## src/rtl/seq_divider_6bit_pkg.sv

```systemverilog
// Shared definitions for the restoring divider: FSM encodings and default operand width.
package seq_divider_6bit_pkg;

    // Default operand width, shared with the mantissa multiplier path.
    localparam int unsigned DEFAULT_WIDTH = 6;

    // Divider control states.
    typedef enum logic [1:0] {
        IDLE = 2'd0,
        CALC = 2'd1,
        DONE = 2'd2
    } state_t;

endpackage : seq_divider_6bit_pkg

```

## src/rtl/seq_divider_6bit_if.sv

```systemverilog
// Start/busy/done handshake plus operand and result bus of the divider.
interface seq_divider_6bit_if
    import seq_divider_6bit_pkg::*;
#(
    parameter int unsigned WIDTH = DEFAULT_WIDTH
) ();

    logic             start;
    logic [WIDTH-1:0] a;
    logic [WIDTH-1:0] b;
    logic [WIDTH-1:0] quotient;
    logic [WIDTH-1:0] remainder;
    logic             busy;
    logic             done;
    logic             div_by_zero;

    // Requester side.
    modport master (
        output start, a, b,
        input  quotient, remainder, busy, done, div_by_zero
    );

    // Divider side.
    modport slave (
        input  start, a, b,
        output quotient, remainder, busy, done, div_by_zero
    );

endinterface : seq_divider_6bit_if

```

## src/rtl/seq_divider_6bit_div_step.sv

```systemverilog
// One restoring-division step: trial subtract, keep or restore, emit the quotient bit.
module div_step
#(
    parameter int unsigned WIDTH = 6
) (
    input  logic [WIDTH-1:0] rem_in,
    input  logic             dvd_msb,
    input  logic [WIDTH-1:0] divisor,
    output logic [WIDTH-1:0] rem_next_c,
    output logic             q_bit_c
);

    // Extra top bit carries the borrow, i.e. the sign of the WIDTH+1-bit trial.
    logic [WIDTH+1:0] diff;

    // Trial subtraction and restore select.
    always_comb begin
        diff       = {1'b0, rem_in, dvd_msb} - {2'b00, divisor};
        q_bit_c    = ~diff[WIDTH+1];
        rem_next_c = q_bit_c ? diff[WIDTH-1:0] : {rem_in[WIDTH-2:0], dvd_msb};
    end

endmodule : div_step

```

## src/rtl/seq_divider_6bit.sv

```systemverilog
// Multi-cycle restoring unsigned divider, one quotient bit per clock.
// Optional feature macro: DIV_ZERO_FASTPATH_EN (b==0 skips CALC and finishes next cycle).
module seq_divider_6bit
    import seq_divider_6bit_pkg::*;
#(
    parameter int unsigned WIDTH = DEFAULT_WIDTH
) (
    input  logic               clk,
    input  logic               rst_n,
    seq_divider_6bit_if.slave  bus
);

    localparam int unsigned CW = (WIDTH > 1) ? $clog2(WIDTH) : 1;

    state_t           state_q, state_d;
    logic [WIDTH-1:0] dvd_q, dvd_d;
    logic [WIDTH-1:0] dsr_q, dsr_d;
    logic [WIDTH-1:0] rem_q, rem_d;
    logic [WIDTH-1:0] quo_q, quo_d;
    logic [WIDTH-1:0] quotient_q, quotient_d;
    logic [WIDTH-1:0] remainder_q, remainder_d;
    logic [CW-1:0]    cnt_q, cnt_d;
    logic             busy_q, busy_d;
    logic             done_q, done_d;
    logic             dbz_q, dbz_d;

    logic [WIDTH-1:0] rem_next_c;
    logic             q_bit_c;

    div_step #(.WIDTH(WIDTH)) u_step (
        .rem_in     (rem_q),
        .dvd_msb    (dvd_q[WIDTH-1]),
        .divisor    (dsr_q),
        .rem_next_c (rem_next_c),
        .q_bit_c    (q_bit_c)
    );

    assign bus.quotient    = quotient_q;
    assign bus.remainder   = remainder_q;
    assign bus.busy        = busy_q;
    assign bus.done        = done_q;
    assign bus.div_by_zero = dbz_q;

    // State, datapath and output registers.
    always_ff @(posedge clk or negedge rst_n) begin
        if (!rst_n) begin
            state_q     <= IDLE;
            dvd_q       <= '0;
            dsr_q       <= '0;
            rem_q       <= '0;
            quo_q       <= '0;
            quotient_q  <= '0;
            remainder_q <= '0;
            cnt_q       <= '0;
            busy_q      <= 1'b0;
            done_q      <= 1'b0;
            dbz_q       <= 1'b0;
        end else begin
            state_q     <= state_d;
            dvd_q       <= dvd_d;
            dsr_q       <= dsr_d;
            rem_q       <= rem_d;
            quo_q       <= quo_d;
            quotient_q  <= quotient_d;
            remainder_q <= remainder_d;
            cnt_q       <= cnt_d;
            busy_q      <= busy_d;
            done_q      <= done_d;
            dbz_q       <= dbz_d;
        end
    end

    // Next-state and next-register values; results only change on entry to DONE.
    always_comb begin
        state_d     = state_q;
        dvd_d       = dvd_q;
        dsr_d       = dsr_q;
        rem_d       = rem_q;
        quo_d       = quo_q;
        quotient_d  = quotient_q;
        remainder_d = remainder_q;
        cnt_d       = cnt_q;
        busy_d      = busy_q;
        done_d      = 1'b0;
        dbz_d       = dbz_q;

        case (state_q)
            IDLE, DONE: begin
                if (bus.start) begin
                    state_d = CALC;
                    dvd_d   = bus.a;
                    dsr_d   = bus.b;
                    rem_d   = '0;
                    quo_d   = '0;
                    cnt_d   = CW'(WIDTH - 1);
                    busy_d  = 1'b1;
`ifdef DIV_ZERO_FASTPATH_EN
                    if (bus.b == '0) begin
                        state_d     = DONE;
                        busy_d      = 1'b0;
                        done_d      = 1'b1;
                        quotient_d  = '1;
                        remainder_d = bus.a;
                        dbz_d       = 1'b1;
                    end
`endif
                end else begin
                    state_d = IDLE;
                end
            end
            CALC: begin
                rem_d = rem_next_c;
                quo_d = {quo_q[WIDTH-2:0], q_bit_c};
                dvd_d = {dvd_q[WIDTH-2:0], 1'b0};
                if (cnt_q == '0) begin
                    state_d     = DONE;
                    busy_d      = 1'b0;
                    done_d      = 1'b1;
                    quotient_d  = {quo_q[WIDTH-2:0], q_bit_c};
                    remainder_d = rem_next_c;
                    dbz_d       = (dsr_q == '0);
                end else begin
                    cnt_d = cnt_q - CW'(1);
                end
            end
            default: begin
                state_d = IDLE;
            end
        endcase
    end

endmodule : seq_divider_6bit

```

## src/flat_wrapper.sv

```systemverilog
// flat-port wrapper written by rule: the top's interface ports become plain ports
module seq_divider_6bit_flat import seq_divider_6bit_pkg::*;
#(
    parameter int unsigned WIDTH = DEFAULT_WIDTH
)
  (clk, rst_n, bus_start, bus_a, bus_b, bus_quotient, bus_remainder, bus_busy, bus_done, bus_div_by_zero);
  seq_divider_6bit_if #(.WIDTH(WIDTH)) bus_i ();
  input  logic clk;
  input  logic rst_n;
  input wire logic [$bits(bus_i.start)-1:0] bus_start;
  input wire logic [$bits(bus_i.a)-1:0] bus_a;
  input wire logic [$bits(bus_i.b)-1:0] bus_b;
  output wire logic [$bits(bus_i.quotient)-1:0] bus_quotient;
  output wire logic [$bits(bus_i.remainder)-1:0] bus_remainder;
  output wire logic [$bits(bus_i.busy)-1:0] bus_busy;
  output wire logic [$bits(bus_i.done)-1:0] bus_done;
  output wire logic [$bits(bus_i.div_by_zero)-1:0] bus_div_by_zero;
  assign bus_i.start = bus_start;
  assign bus_i.a = bus_a;
  assign bus_i.b = bus_b;
  assign bus_quotient = bus_i.quotient;
  assign bus_remainder = bus_i.remainder;
  assign bus_busy = bus_i.busy;
  assign bus_done = bus_i.done;
  assign bus_div_by_zero = bus_i.div_by_zero;
  seq_divider_6bit #(.WIDTH(WIDTH)) u_core (.clk(clk), .rst_n(rst_n), .bus(bus_i));
endmodule
```

## config.mk

```make
export PLATFORM = sky130hd
export DESIGN_NAME = seq_divider_6bit_flat
export DESIGN_NICKNAME = d
export VERILOG_FILES = /design/src/rtl/seq_divider_6bit_pkg.sv /design/src/rtl/seq_divider_6bit_if.sv /design/src/rtl/seq_divider_6bit_div_step.sv /design/src/rtl/seq_divider_6bit.sv /design/src/flat_wrapper.sv
export SDC_FILE = /design/constraint.sdc
export NUM_CORES = 1
export LEC_CHECK = 0
export CORE_UTILIZATION = 25
export DETAILED_ROUTE_END_ITERATION = 6
export GPL_TIMING_DRIVEN = 0
export SYNTH_ARGS = -nofsm -noshare
export SYNTH_HDL_FRONTEND = slang
export SYNTH_SLANG_ARGS = --single-unit
```

## constraint.sdc

```tcl
create_clock -name clk -period 1.6 [get_ports clk]
set_input_delay 0.16 -clock clk [delete_from_list [all_inputs] [get_ports clk]]
set_output_delay 0.16 -clock clk [all_outputs]
set_load 0.03 [all_outputs]
```

# --- Word-level counts from Yosys, hierarchy flattened ---
# Index checks and enable logic that the tools add are counted.
totals:
  word_cells: 46
  in_bits: 15
  reg_bits: 43
  output_inout_bits: 15
op_classes:
  bitwise_logic: 1
  muxes: 17
  n_reduce_logical: 10
  add_sub_neg: 2
  eq_ne: 5
ops:
  columns: ["op", "n"]
  rows:
  - ["$pmux 6 s2", 2]
  - ["$mux 6", 3]
  - ["$pmux 5 s2", 1]
  - ["$sub 7x6->8", 1]
  - ["$logic_not 6->1", 1]
  - ["$mux 3", 2]
  - ["$pmux 3 s2", 1]
  - ["$reduce_and 2->1", 3]
  - ["$reduce_and 3->1", 2]
  - ["$mux 1", 5]
  - ["$ne 2x2->1 const B", 2]
  - ["$pmux 2 s2", 1]
  - ["$logic_not 3->1", 1]
  - ["$sub 3x1->3 const B", 1]
  - ["$eq 2x1->1 const B", 1]
  - ["$eq 2x2->1 const B", 1]
  - ["$logic_not 2->1", 1]
  - ["$mux 2", 1]
  - ["$ne 2x1->1 const B", 1]
  - ["$pmux 1 s2", 1]
  - ["$reduce_bool 2->1", 1]
  - ["$reduce_or 2->1", 1]
  - ["$not 1->1", 1]

# --- Depth between registers and ports, before layout ---
logic_depth:
  ltp_word: 4
  mapped_depth: 9
  ltp_nobuf: 9

# --- Hierarchy ---
# From an unflattened synthesis, not the netlist that was laid out.
hier_totals:
  hier_cells: 161
  hier_area_um2: 2053.2
by_module_without_submodules:
  columns: ["mod", "n_inst", "cells_per_inst", "area_per_inst_um2", "seq_area_each_um2"]
  rows:
  - ["seq_divider_6bit", 1, 113, 1715.4, 1076.0]
  - ["div_step", 1, 48, 337.8, 0.0]

# --- Least setup slack after synthesis ---
# OpenSTA, ideal clock, no wires.
synth_path:
  path_type: "register to register"
  from: "reg u_core.rem_q[1]"
  to: "reg u_core.rem_q[0]"
  slack_ps: -176
  setup_ps: 77
  synth_period_minus_slack_ps: 1776
  path_buffers: 0
  stages_incl_launch_ff: 7
  arrival_time_ps: 1699
  t_required_ps: 1523
  cell_sequence: "dfrtp_1 > ha_1 > o21ai_1 > a21o_1 > a31oi_4 > mux2_2 > o21ai_1"
synth_via:
  elab_chain_cells: 3
synth_lines:
  columns: ["element", "line_no", "rtl"]
  rows:
  - ["start: declaration", "seq_divider_6bit.sv:18", "logic [WIDTH-1:0] rem_q, rem_d;"]
  - ["start signal: assignment", "seq_divider_6bit.sv:62", "rem_q <= rem_d;"]
  - ["$sub 7x6->8", "seq_divider_6bit_div_step.sv:18", "diff = {1'b0, rem_in, dvd_msb} - {2'b00, divisor};"]
  - ["$mux 6", "seq_divider_6bit_div_step.sv:20", "rem_next_c = q_bit_c ? diff[WIDTH-1:0] : {rem_in[WIDTH-2:0], dvd_msb};"]
  - ["$pmux 6 s2", "seq_divider_6bit.sv:87", "case (state_q)"]
# Every way passes these cells.
# A chain may end at the register's enable or synchronous reset.

# --- Worst setup path in the final report ---
layout_path:
  from: "reg u_core.dvd_q[5]"
  to: "reg u_core.rem_q[4]"
layout_via:
  elab_chain_cells: 3
layout_lines:
  columns: ["element", "line_no", "rtl"]
  rows:
  - ["start: declaration", "seq_divider_6bit.sv:16", "logic [WIDTH-1:0] dvd_q, dvd_d;"]
  - ["start signal: assignment", "seq_divider_6bit.sv:60", "dvd_q <= dvd_d;"]
  - ["$sub 7x6->8", "seq_divider_6bit_div_step.sv:18", null]
  - ["$mux 6", "seq_divider_6bit_div_step.sv:20", null]
  - ["$pmux 6 s2", "seq_divider_6bit.sv:87", null]
# Every way passes these cells.

==> flow_metrics.env <==
export IMPL_p_int_mw=4.11
export IMPL_nets=274
export IMPL_avgSynthCellArea_um2=9.86
export IMPL_drt_initial_drc_count=38
export IMPL_preCtsSetupSlack_ps=-283
export IMPL_rows=31
export IMPL_p_sw_frac=0.419
export IMPL_ys_ff_latch=43
export IMPL_hp_class="in -> async"
export IMPL_yosysSeqAreaShare=0.548
export IMPL_placed_cells=328
export IMPL_place_gp_congestion=0.721
export IMPL_post_route_drc_count=0
export IMPL_grt_ovfl_total=0
export IMPL_post_route_util=0.378
export IMPL_relSlewSlack=0.696
export IMPL_grt_pass1_vias=1557
export IMPL_n_antenna_cell=0
export IMPL_p_switching_mw=2.96
export IMPL_drive_above_1_share=0.251
export IMPL_min_period_over_period=1.14
export IMPL_cts_buffers=5
export IMPL_fmax_ghz=0.550
export IMPL_cts_root_buf="clkbuf_8"
export IMPL_crit_type="reg -> reg"
export IMPL_crit_path_start_kind="flip-flop"
export IMPL_cp_end_kind="flip-flop"
export IMPL_max_cap_viol_count=0
export IMPL_violations="setup timing"
export IMPL_clockBufferDepth=2
export IMPL_hpwl_mm=3.10
export IMPL_rsz0062_at_grt="yes"
export IMPL_clk_pin_slew_ps=90
export IMPL_drt_pass1_iterations=6
export IMPL_wl_mm=4.46
export IMPL_synthToLayoutAreaGrowth_pct=42.8
export IMPL_syn_area_um2=1960
export IMPL_pwr_density_cell_nw_per_um2=2520
export IMPL_cts_tree="yes"
export IMPL_avgRoutedWirePerCell_um=12.7
export IMPL_setup_violations_final=13
export IMPL_r2r_start="u_core.dvd_q[5]"
export IMPL_period_minus_slack_ps=1820
export IMPL_synth_cells=199
export IMPL_ir_drop_mv=0.846
export IMPL_die_h_um=90.6
export IMPL_die_w_um=90.6
export IMPL_instances_no_fill=350
export IMPL_die_area_um2=8210
export IMPL_grt_pass1_wl_mm=7.49
export IMPL_ant_nets=0
export IMPL_reg2reg_to="u_core.rem_q[4]"
export IMPL_r2r_slack_ps=-220
export IMPL_critPathMaxFanout=2
export IMPL_synth_enable_flop_cells=0
export IMPL_port_buffers=29
export IMPL_yosysUniqueCellTypes=30
export IMPL_clkSinkCount=43
export IMPL_groute_usage_overall=0.116
export IMPL_io_pins=30
export IMPL_maxSlewViolCount=0
export IMPL_fillers=733
export IMPL_power_frac_seq=0.269
export IMPL_vias_per_cell=4.31
export IMPL_core_um2=7410
export IMPL_async_reset_ff_frac=1.00
export IMPL_worstPathArrival_ps=2000
export IMPL_power_frac_comb=0.626
export IMPL_grt_start_max_net_pins=29
export IMPL_synth_ff_type="dfrtp_1"
export IMPL_worstRegToRegCells=9
export IMPL_cp_required_ps=1780
export IMPL_status="finished with violations"
export IMPL_worstSkewPairLatency_ps=300
export IMPL_total_power_mw=7.07
export IMPL_antenna_found_initial=0
export IMPL_fin_worst_skew_ps=16.2
export IMPL_vias=1507
export IMPL_p_leak_nw=1.26
export IMPL_fin_hold_ws_ps=309
export IMPL_clkPwrFrac=0.105
export IMPL_setup_ws_ps=-219
export IMPL_hold_violations=0
export IMPL_syn_num_nets=223
export IMPL_h_tree_depth=2
export IMPL_worstMarginPinSlew_ps=456
export IMPL_synth_warning_count=0
export IMPL_start_util=0.265
[per-stage QoR]
stage / TNS [ps] / instance area (um2)
2_1_floorplan: -564 / 2000
3_3_place_gp: -36500 / 2410
3_5_place_dp: -4280 / 2430
4_1_cts: -1950 / 2690
5_1_grt: -2920 / 2800
6_report: -1820 / 2800
[cells in the mapped netlist, drive strengths merged (4+ instances only)]
cell type	number	area (um2)
nand2	53	199
dfrtp	43	1080
o21ai	18	90.1
inv	12	45.0
nor2	12	52.6
ha	8	100
a22o	6	52.6
clkbuf	6	22.5
a31oi	5	46.3
mux2i	4	40.0
nand2b	4	25.0
[power by group through the flow]
stage | Sequential (mW) | Clock (mW) | Combinational [mW]
6_report | 1.90 | 0.743 | 4.43
5_1_grt | 1.97 | 0.804 | 4.85
4_1_cts | 1.89 | 0.766 | 3.94
3_5_place_dp | 1.91 | 0 | 3.20
3_3_place_gp | 1.89 | 0 | 3.12
2_1_floorplan | 2.13 | 0 | 2.07
[worst max path at each step]
stage	startpoint	endpoint	slack [ps]
final	u_core.dvd_q[5]	u_core.rem_q[4]	-220
after detailed placement	u_core.rem_q[0]	u_core.bus.remainder[1]	-280
after global placement	rst_n	u_core.dsr_q[2]	-760
after global routing	u_core.dvd_q[5]	u_core.rem_q[4]	-320
after CTS	u_core.rem_q[0]	u_core.rem_q[0]	-210
after floorplan	u_core.rem_q[0]	u_core.rem_q[0]	-100
[metal layers]
metal  GRT usage  vias up  share of wire  routed length [um]
li1            -      762              -                   -
met3      0.0295        9          0.033                 149
met4      0.0403        0          0.018                  79
met2       0.188       27           0.48                2140
met1       0.148      709           0.47                2090
met5           0        -              0                   0
[area by class of cell]
type	instances	area, um2	share of cell area
clock inverters	2	13.8	0.00491
repair buffers	45	440	0.157
flip-flops and latches	43	1080	0.385
multi-input cells	135	978	0.349
clock buffers	6	82.6	0.0295
well taps	99	124	0.0442
inverters	12	45.0	0.0161
plain buffers	8	38.8	0.0138
[state kept, by name, indices dropped and copies added (netlist names)]
signal,count
u_core.bus.div_by_zero,1
u_core.bus.quotient,6
u_core.quo_q,5
u_core.dvd_q,6
u_core.dsr_q,6
u_core.bus.remainder,6
u_core.state_q,2
u_core.cnt_q,3
u_core.bus.busy,1
u_core.rem_q,6
u_core.bus.done,1
[timing repair]
item | 4_1_cts | 5_1_grt
hold buffers | 1 | 0
endpoints found under the hold margin | 15 | 0
resized for setup | 17 | 19
setup endpoints to repair | 14 | 21
buffers inserted | 10 | 4
pin swaps | 1 | 8
[cell families (layout without fill, tap and decap cells)]
kind of cell,after synthesis,in the layout,synth area share
and+or+nand+nor,77,77,0.166
DFF,43,43,0.548
AOI/OAI and AO/OA,40,40,0.137
buffers and inverters,21,73,0.0421
adders and majority gates,9,9,0.0612
muxes,6,6,0.0319
xor gates and xnor gates,3,3,0.0134
[worst max-delay path, stage by stage, from the launching register on]
cell and delay, ps:
dfrtp_1 380, inv_2 80, ha_4 140, inv_2 30, fa_2 330, a21o_1 180, a21oi_2 130, xnor2_1 100
mux2i_1 230, o21ai_1 110
[placed cells by master (no fill, tap or decap), types with 7 or more instances in the layout]
cell,n
buf_4,12
o21ai_0,7
inv_1,7
clkdlybuf4s50_1,28
dfrtp_1,41
nand2_1,52
nor2_1,9
o21ai_1,7
(Power assumes the default switching activity.)
